`config.mk`:
```
export PLATFORM = sky130hd
export DESIGN_NAME = asrv32_mem_arbiter
export DESIGN_NICKNAME = d
export VERILOG_FILES = /design/src/rtl/asrv32_mem_arbiter_pkg.sv /design/src/rtl/asrv32_mem_arbiter.sv
export SDC_FILE = /design/constraint.sdc
export NUM_CORES = 1
export LEC_CHECK = 0
export CELL_PAD_IN_SITES_DETAIL_PLACEMENT = 0
export CELL_PAD_IN_SITES_GLOBAL_PLACEMENT = 1
export CORE_ASPECT_RATIO = 0.75
export CORE_MARGIN = 1
export CORE_UTILIZATION = 10
export DETAILED_ROUTE_END_ITERATION = 12
export PLACE_DENSITY_LB_ADDON = 0.12
export SETUP_SLACK_MARGIN = 0.02
export SLEW_MARGIN = 20
export SYNTH_ARGS = -nofsm -noshare
export SYNTH_HDL_FRONTEND = slang
export SYNTH_SLANG_ARGS = --single-unit
```
`constraint.sdc`:
```
create_clock -name i_clk -period 2 [get_ports i_clk]
set_clock_uncertainty 0.2 [all_clocks]
set_input_delay 0.2 -clock i_clk [delete_from_list [all_inputs] [get_ports i_clk]]
set_output_delay 0.2 -clock i_clk [all_outputs]
set_load 0.05 [all_outputs]
```
`src/rtl/asrv32_mem_arbiter_pkg.sv`:
```
// asrv32_mem_arbiter_pkg
// Shared types for the instruction/data memory arbiter: FSM state encoding
// and the grant identifiers used to track round-robin fairness.
`timescale 1ns/1ps
package asrv32_mem_arbiter_pkg;

  typedef enum logic [1:0] {
    IDLE      = 2'd0,
    INST_WAIT = 2'd1,
    DATA_WAIT = 2'd2
  } arb_state_t;

  typedef enum logic {
    GRANT_INST = 1'b0,
    GRANT_DATA = 1'b1
  } grant_t;

endpackage

```
`src/rtl/asrv32_mem_arbiter.sv`:
```
// asrv32_mem_arbiter
// Shares one single-port synchronous memory between the core's instruction
// fetch port and its data load/store port. One access is in flight at a time;
// the memory access is issued combinationally in IDLE and the registered read
// data is returned with a one-cycle ack in the following WAIT state.
//
// Ports:
//   i_clk, i_rst                 clock, synchronous active-high reset
//   i_stb_inst, i_inst_addr      instruction request (read-only)
//   o_ack_inst, o_inst           instruction ack pulse and fetched word
//   i_stb_data, i_data_addr,
//   i_data_wr_en, i_data_wr_mask,
//   i_data_wdata                 data load/store request
//   o_ack_data, o_data           data ack pulse and loaded word
//   o_mem_en, o_mem_addr,
//   o_mem_wr_en, o_mem_wr_mask,
//   o_mem_wdata, i_mem_rdata     memory port (read data one cycle after en)
//
// state     | meaning
// ----------+-----------------------------------------------
// IDLE      | no access in flight; arbitrate and issue
// INST_WAIT | instruction access issued; ack it this cycle
// DATA_WAIT | data access issued; ack it this cycle
`timescale 1ns/1ps
module asrv32_mem_arbiter
  import asrv32_mem_arbiter_pkg::*;
#(
  parameter int MEMORY_DEPTH   = 1024,
  parameter int FIXED_PRIORITY = 0,
  localparam int ADDR_W        = $clog2(MEMORY_DEPTH)
) (
  input  logic              i_clk,
  input  logic              i_rst,
  input  logic              i_stb_inst,
  input  logic [ADDR_W-1:0] i_inst_addr,
  output logic              o_ack_inst,
  output logic [31:0]       o_inst,
  input  logic              i_stb_data,
  input  logic [ADDR_W-1:0] i_data_addr,
  input  logic              i_data_wr_en,
  input  logic [3:0]        i_data_wr_mask,
  input  logic [31:0]       i_data_wdata,
  output logic              o_ack_data,
  output logic [31:0]       o_data,
  output logic              o_mem_en,
  output logic [ADDR_W-1:0] o_mem_addr,
  output logic              o_mem_wr_en,
  output logic [3:0]        o_mem_wr_mask,
  output logic [31:0]       o_mem_wdata,
  input  logic [31:0]       i_mem_rdata
);

  arb_state_t state_q, state_d;
  grant_t     last_grant_q, last_grant_d;
  logic       pick_data;

  // Byte-offset bits are intentionally dropped: every access is a word access.
  logic unused_addr_lsbs;
  assign unused_addr_lsbs = ^{i_inst_addr[1:0], i_data_addr[1:0]};

  always_ff @(posedge i_clk) begin
    if (i_rst) begin
      state_q      <= IDLE;
      last_grant_q <= GRANT_INST;  // first tie after reset goes to data
    end else begin
      state_q      <= state_d;
      last_grant_q <= last_grant_d;
    end
  end

  // Data wins a tie under fixed priority, or under round-robin when the
  // instruction port was served last.
  assign pick_data = i_stb_data &&
                     (!i_stb_inst || (FIXED_PRIORITY != 0) || (last_grant_q == GRANT_INST));

  always_comb begin
    state_d       = state_q;
    last_grant_d  = last_grant_q;
    o_ack_inst    = 1'b0;
    o_inst        = '0;
    o_ack_data    = 1'b0;
    o_data        = '0;
    o_mem_en      = 1'b0;
    o_mem_addr    = '0;
    o_mem_wr_en   = 1'b0;
    o_mem_wr_mask = '0;
    o_mem_wdata   = '0;

    unique case (state_q)
      IDLE: begin
        if (pick_data) begin
          state_d       = DATA_WAIT;
          last_grant_d  = GRANT_DATA;
          o_mem_en      = 1'b1;
          o_mem_addr    = {i_data_addr[ADDR_W-1:2], 2'b00};
          o_mem_wr_en   = i_data_wr_en;
          o_mem_wr_mask = i_data_wr_en ? i_data_wr_mask : 4'b0000;
          o_mem_wdata   = i_data_wdata;
        end else if (i_stb_inst) begin
          state_d       = INST_WAIT;
          last_grant_d  = GRANT_INST;
          o_mem_en      = 1'b1;
          o_mem_addr    = {i_inst_addr[ADDR_W-1:2], 2'b00};
        end
      end
      INST_WAIT: begin
        o_ack_inst = 1'b1;
        o_inst     = i_mem_rdata;
        state_d    = IDLE;
      end
      DATA_WAIT: begin
        o_ack_data = 1'b1;
        o_data     = i_mem_rdata;
        state_d    = IDLE;
      end
      default: state_d = IDLE;
    endcase

    // While reset is held nothing may reach either side: an in-flight ack is
    // dropped and no new access is issued.
    if (i_rst) begin
      o_ack_inst    = 1'b0;
      o_inst        = '0;
      o_ack_data    = 1'b0;
      o_data        = '0;
      o_mem_en      = 1'b0;
      o_mem_addr    = '0;
      o_mem_wr_en   = 1'b0;
      o_mem_wr_mask = '0;
      o_mem_wdata   = '0;
    end
  end

endmodule

```
# Yosys cells after proc, flatten, opt, wreduce, memory -nomap -nowiden
# Index checks and enable logic that the tools add are counted.
dict set report word_totals {
  wordCells 45
  output_inout_bits 114
  input_bits 93
  ff_bits 3
}
dict set report classes {
  muxes 30
  eq_ne 2
  bitwise_logic 2
  reduce_logical 8
}
# cell n
set op_table {}
lappend op_table {{32-bit 2-to-1 mux} 7}
lappend op_table {{10-bit 2-to-1 mux} 4}
lappend op_table {{4-bit 2-to-1 mux} 4}
lappend op_table {{1-bit 2-to-1 mux} 13}
lappend op_table {{2-bit 2-to-1 mux} 2}
lappend op_table {{3-bit OR reduction} 1}
lappend op_table {{2-bit by 1-bit == test with 1-bit output, second input constant} 1}
lappend op_table {{2-bit == test, second input constant} 1}
lappend op_table {{2-bit zero test} 1}
lappend op_table {{1-bit inverter} 2}
lappend op_table {{2-bit AND reduction} 1}
lappend op_table {{2-bit nonzero test} 1}
lappend op_table {{2-bit OR reduction} 1}
lappend op_table {{1-bit logical AND} 1}
lappend op_table {{1-bit zero test} 1}
lappend op_table {{1-bit logical OR} 1}

# Depth between registers and ports, before layout
dict set report depth {
  depth_word 6
  depth_mapped 6
  ltp_nobuf 3
}

# Worst setup path after synthesis
# OpenSTA, ideal clock, no wires.
dict set report synth_path {
  path_type {flip-flop to output port}
  from {reg state_q[1]}
  to {out o_mem_addr[2]}
  t_required_ps 1600
  path_buffers 1
  arrival_time_ps 1668
  setup_slack_ps -68
  stages_incl_launch_ff 4
  path_cell_list {dfxtp_1 > or3_1 > clkbuf_1 > a21oi_1}
}
dict set report synth_via {
  elab_chain_cells 3
}
# element line
set synth_rtl {}
lappend synth_rtl {{start: declaration} asrv32_mem_arbiter.sv:53} ;# arb_state_t state_q, state_d;
lappend synth_rtl {{start signal: assignment} asrv32_mem_arbiter.sv:66} ;# state_q <= state_d;
lappend synth_rtl {{2-bit zero test} asrv32_mem_arbiter.sv:89} ;# unique case (state_q)
lappend synth_rtl {{10-bit 2-to-1 mux} asrv32_mem_arbiter.sv:89}
lappend synth_rtl {{10-bit 2-to-1 mux} asrv32_mem_arbiter.sv:121} ;# if (i_rst) begin
lappend synth_rtl {{end: declaration} asrv32_mem_arbiter.sv:46} ;# output logic [ADDR_W-1:0] o_mem_addr,
# No other way between the ends.

# Worst setup path in the final report
dict set report layout_path {
  from {reg state_q[1]}
  to {out o_mem_wdata[25]}
}
dict set report layout_via {
  elab_chain_cells 3
}
# element line
set layout_rtl {}
lappend layout_rtl {{2-bit zero test} asrv32_mem_arbiter.sv:89}
lappend layout_rtl {{32-bit 2-to-1 mux} asrv32_mem_arbiter.sv:89}
lappend layout_rtl {{32-bit 2-to-1 mux} asrv32_mem_arbiter.sv:121}
lappend layout_rtl {{end: declaration} asrv32_mem_arbiter.sv:49} ;# output logic [31:0] o_mem_wdata,
# No other way between the ends.

==> flow_summary.ini <==
[clock_network]
clk_latency_ns = 0.22
cts_hold_buffers = 0
clockRootBuffer = clkbuf_16
clk_pin_slew_ns = 0.03
cts_tree = yes
cts.sinks = 3
cts_buffer_depth = 2
cts_buffers = 3
htree_levels = 1

[route]
routedWlPerCell_um = 13.8
vias = 1903
drtIter0Drc = 30
via_per_inst = 3.83
dr.pass1.iters = 4
wl_um = 6860
drc_errors = 0
detail-route-antenna-nets = 0

[synth]
synthTopCellsByCount = and2_1, a21oi_1, nand2_1
syn_area_um2 = 977
syn_inst = 158
yosys.area.top_type_share = 0.621
synth_most_common_cell = and2_1
yosysSeqAreaShare = 0.0615
ys_ff_latch = 3
synth_edf_count = 0
yosysUniqueCellTypes = 19
synthTopCellsByArea = and2_1, dfxtp_1, a21oi_1
yosys_warnings = 0
yosys_most_used_dff = dfxtp_1
synth_area_leader_cell = and2_1
async_reset_ff_frac = 0
syn_area_per_cell_um2 = 6.18

[cells_and_area]
fill_cells = 864
nets = 463
antenna_cells = 0
stdcell_count = 497
finalInstanceArea_mm2 = 0.00468
drive_gt1_frac = 0.499
syn_to_final_growth_pct = 379

[worst_setup_path]
cp_num_buf_inv = 3
crit_start = state_q[1]$_SDFFE_PP0N_
cp.required_ns = 1.60
critPathMaxFanout = 5
cp_slowest_stage_delay_ns = 0.39
reg2reg_from = state_q[1]$_SDFFE_PP0N_
worstPathCellList = or3_4 > nor2_4 > buf_6 > clkbuf_16 > and2_4 > buf_12
slowest_stage = or3_4
worstPathArrival_ns = 1.66
cpLargestDelayFamily = simple AND/OR/NAND/NOR gates
end_kind = output port
crit_path_start_kind = register
path_class = register to output port

[power]
p_int_uw = 870
p_sw_frac = 0.373
p_per_area_mw_per_mm2 = 296
power_leakage_uw = 0.00191
vdd.ir_drop.worst_mv = 0.237
combPwrFrac = 0.720
p_seq_frac = 0.050
p_sw_uw = 517
clkPwrFrac = 0.231

[grt]
use_met2 = 0.247
grt_pass1_vias = 2025
grtUsageMet3 = 0.0713
gr-max-usage-layer = met2
antenna_found_initial = 0
grt_pass1_wl_um = 10100
overflow = 0
grt_max_degree = 34
use_met1 = 0.122
track_usage = 0.128

[run_status]
violations = negative setup slack
status = complete, but fails checks

[placed_design]
postPlaceCellArea_mm2 = 0.00432
gp_congestion = 0.664
place_inst = 486
dp_worst_setup_slack_ns = -0.175
port_buffers = 200
hpwl_um = 5500

[timing]
finalSetupViolations = 37
finalHoldViolations = 0
clock.fmax_mhz = 484
rsz0062_at_grt = true
period_share = 1.03
finalMaxSlewViolations = 0
finalWorstSetupSlack_ns = -0.0648
period_needed_ns = 2.06

[worst_hold_path]
hold_path_class = primary input to register
hp-start = i_stb_inst

[floorplanning]
coreArea_mm2 = 0.00927
io_pins = 207
die-area_mm2 = 0.0102
die_h_um = 87.6
fp-row-count = 30
initial_utilization = 0.105
die_w_um = 116

[flow_run]
drv.max_cap_violation_count = 0
[layout make-up]
type / instances / area [um2] / area share
Sequential cell: 3 / 61.3 / 0.0131
Timing Repair Buffer: 221 / 3390 / 0.724
Clock buffer: 4 / 78.8 / 0.0168
Tap cell: 128 / 160 / 0.0342
Multi-Input combinational cell: 141 / 992 / 0.212
[worst reg2reg max path: stages (launching register included)]
cell and delay [ns]:
dfxtp_2 0.31, buf_4 0.14, or3b_2 0.45, a21oi_1 0.15, nor2_1 0.05
[stage by stage]
step | hold slack [ns] | setup TNS [ns] | total power (uW) | util
after floorplan | 0.0724 | -0.544 | 440 | -
after global placement | 0.337 | -3.80 | 984 | 0.466
after detailed placement | 0.332 | -5.27 | 987 | 0.466
after CTS | 0.240 | -2.95 | 1380 | 0.497
after global routing | 0.220 | -4.60 | 1450 | 0.505
final | 0.192 | -1.76 | 1390 | 0.505
[timing repair]
action                                  in CTS  in global routing
cloned                                       2                  2
resized for setup                           46                 11
endpoints found under the setup margin     109                 62
buffers inserted                             2                  1
pin swaps                                    3                 10
[metal layers]
layer	share of wire	up-vias	wire, um
met5	0	-	0
met4	0.0025	0	17
li1	-	914	-
met2	0.52	128	3590
met1	0.33	859	2250
met3	0.15	2	1000
[power groups by stage]
stage	combinational (uW)	clock, uW	sequential, uW
2_1_floorplan	371	0	68.7
3_3_place_gp	915	0	68.5
3_5_place_dp	918	0	68.4
4_1_cts	988	326	68.3
5_1_grt	1040	331	69.4
6_report	998	320	68.9
[path summary, 6_finish.rpt]
| path | slack, ns | end | cells past startpoint |
|---|---|---|---|
| max | -0.06 | o_mem_wdata[25] | 6 |
| min | 0.19 | state_q[0]$_SDFFE_PP0P_ | 4 |
| max reg2reg | 0.60 | last_grant_q$_SDFFE_PP0P_ | 4 |
| min reg2reg | 0.37 | last_grant_q$_SDFFE_PP0P_ | 2 |
[registers in the layout, indices dropped and copies added, names as in the netlist]
name,flops
last_grant_q,1
state_q,2
[cell families after synthesis]
group | after synthesis | share of synthesized area
AOI/OAI and AO/OA | 11 | 0.0640
DFF | 3 | 0.0615
other | 1 | 0.00384
buffers and inverters | 15 | 0.0896
and+or+nand+nor | 128 | 0.781
[layout by cell type (no fill, tap or decap), types with 4 or more instances in the layout]
| cell | n |
|---|---|
| a21oi_2 | 8 |
| and2_1 | 69 |
| and2_4 | 28 |
| and3_4 | 4 |
| buf_12 | 114 |
| buf_4 | 9 |
| buf_6 | 7 |
| clkbuf_16 | 4 |
| clkdlybuf4s50_1 | 85 |
| nand2_1 | 9 |
| nand3_1 | 8 |
| nor2_1 | 4 |
Power figures use the tool's default switching activity.
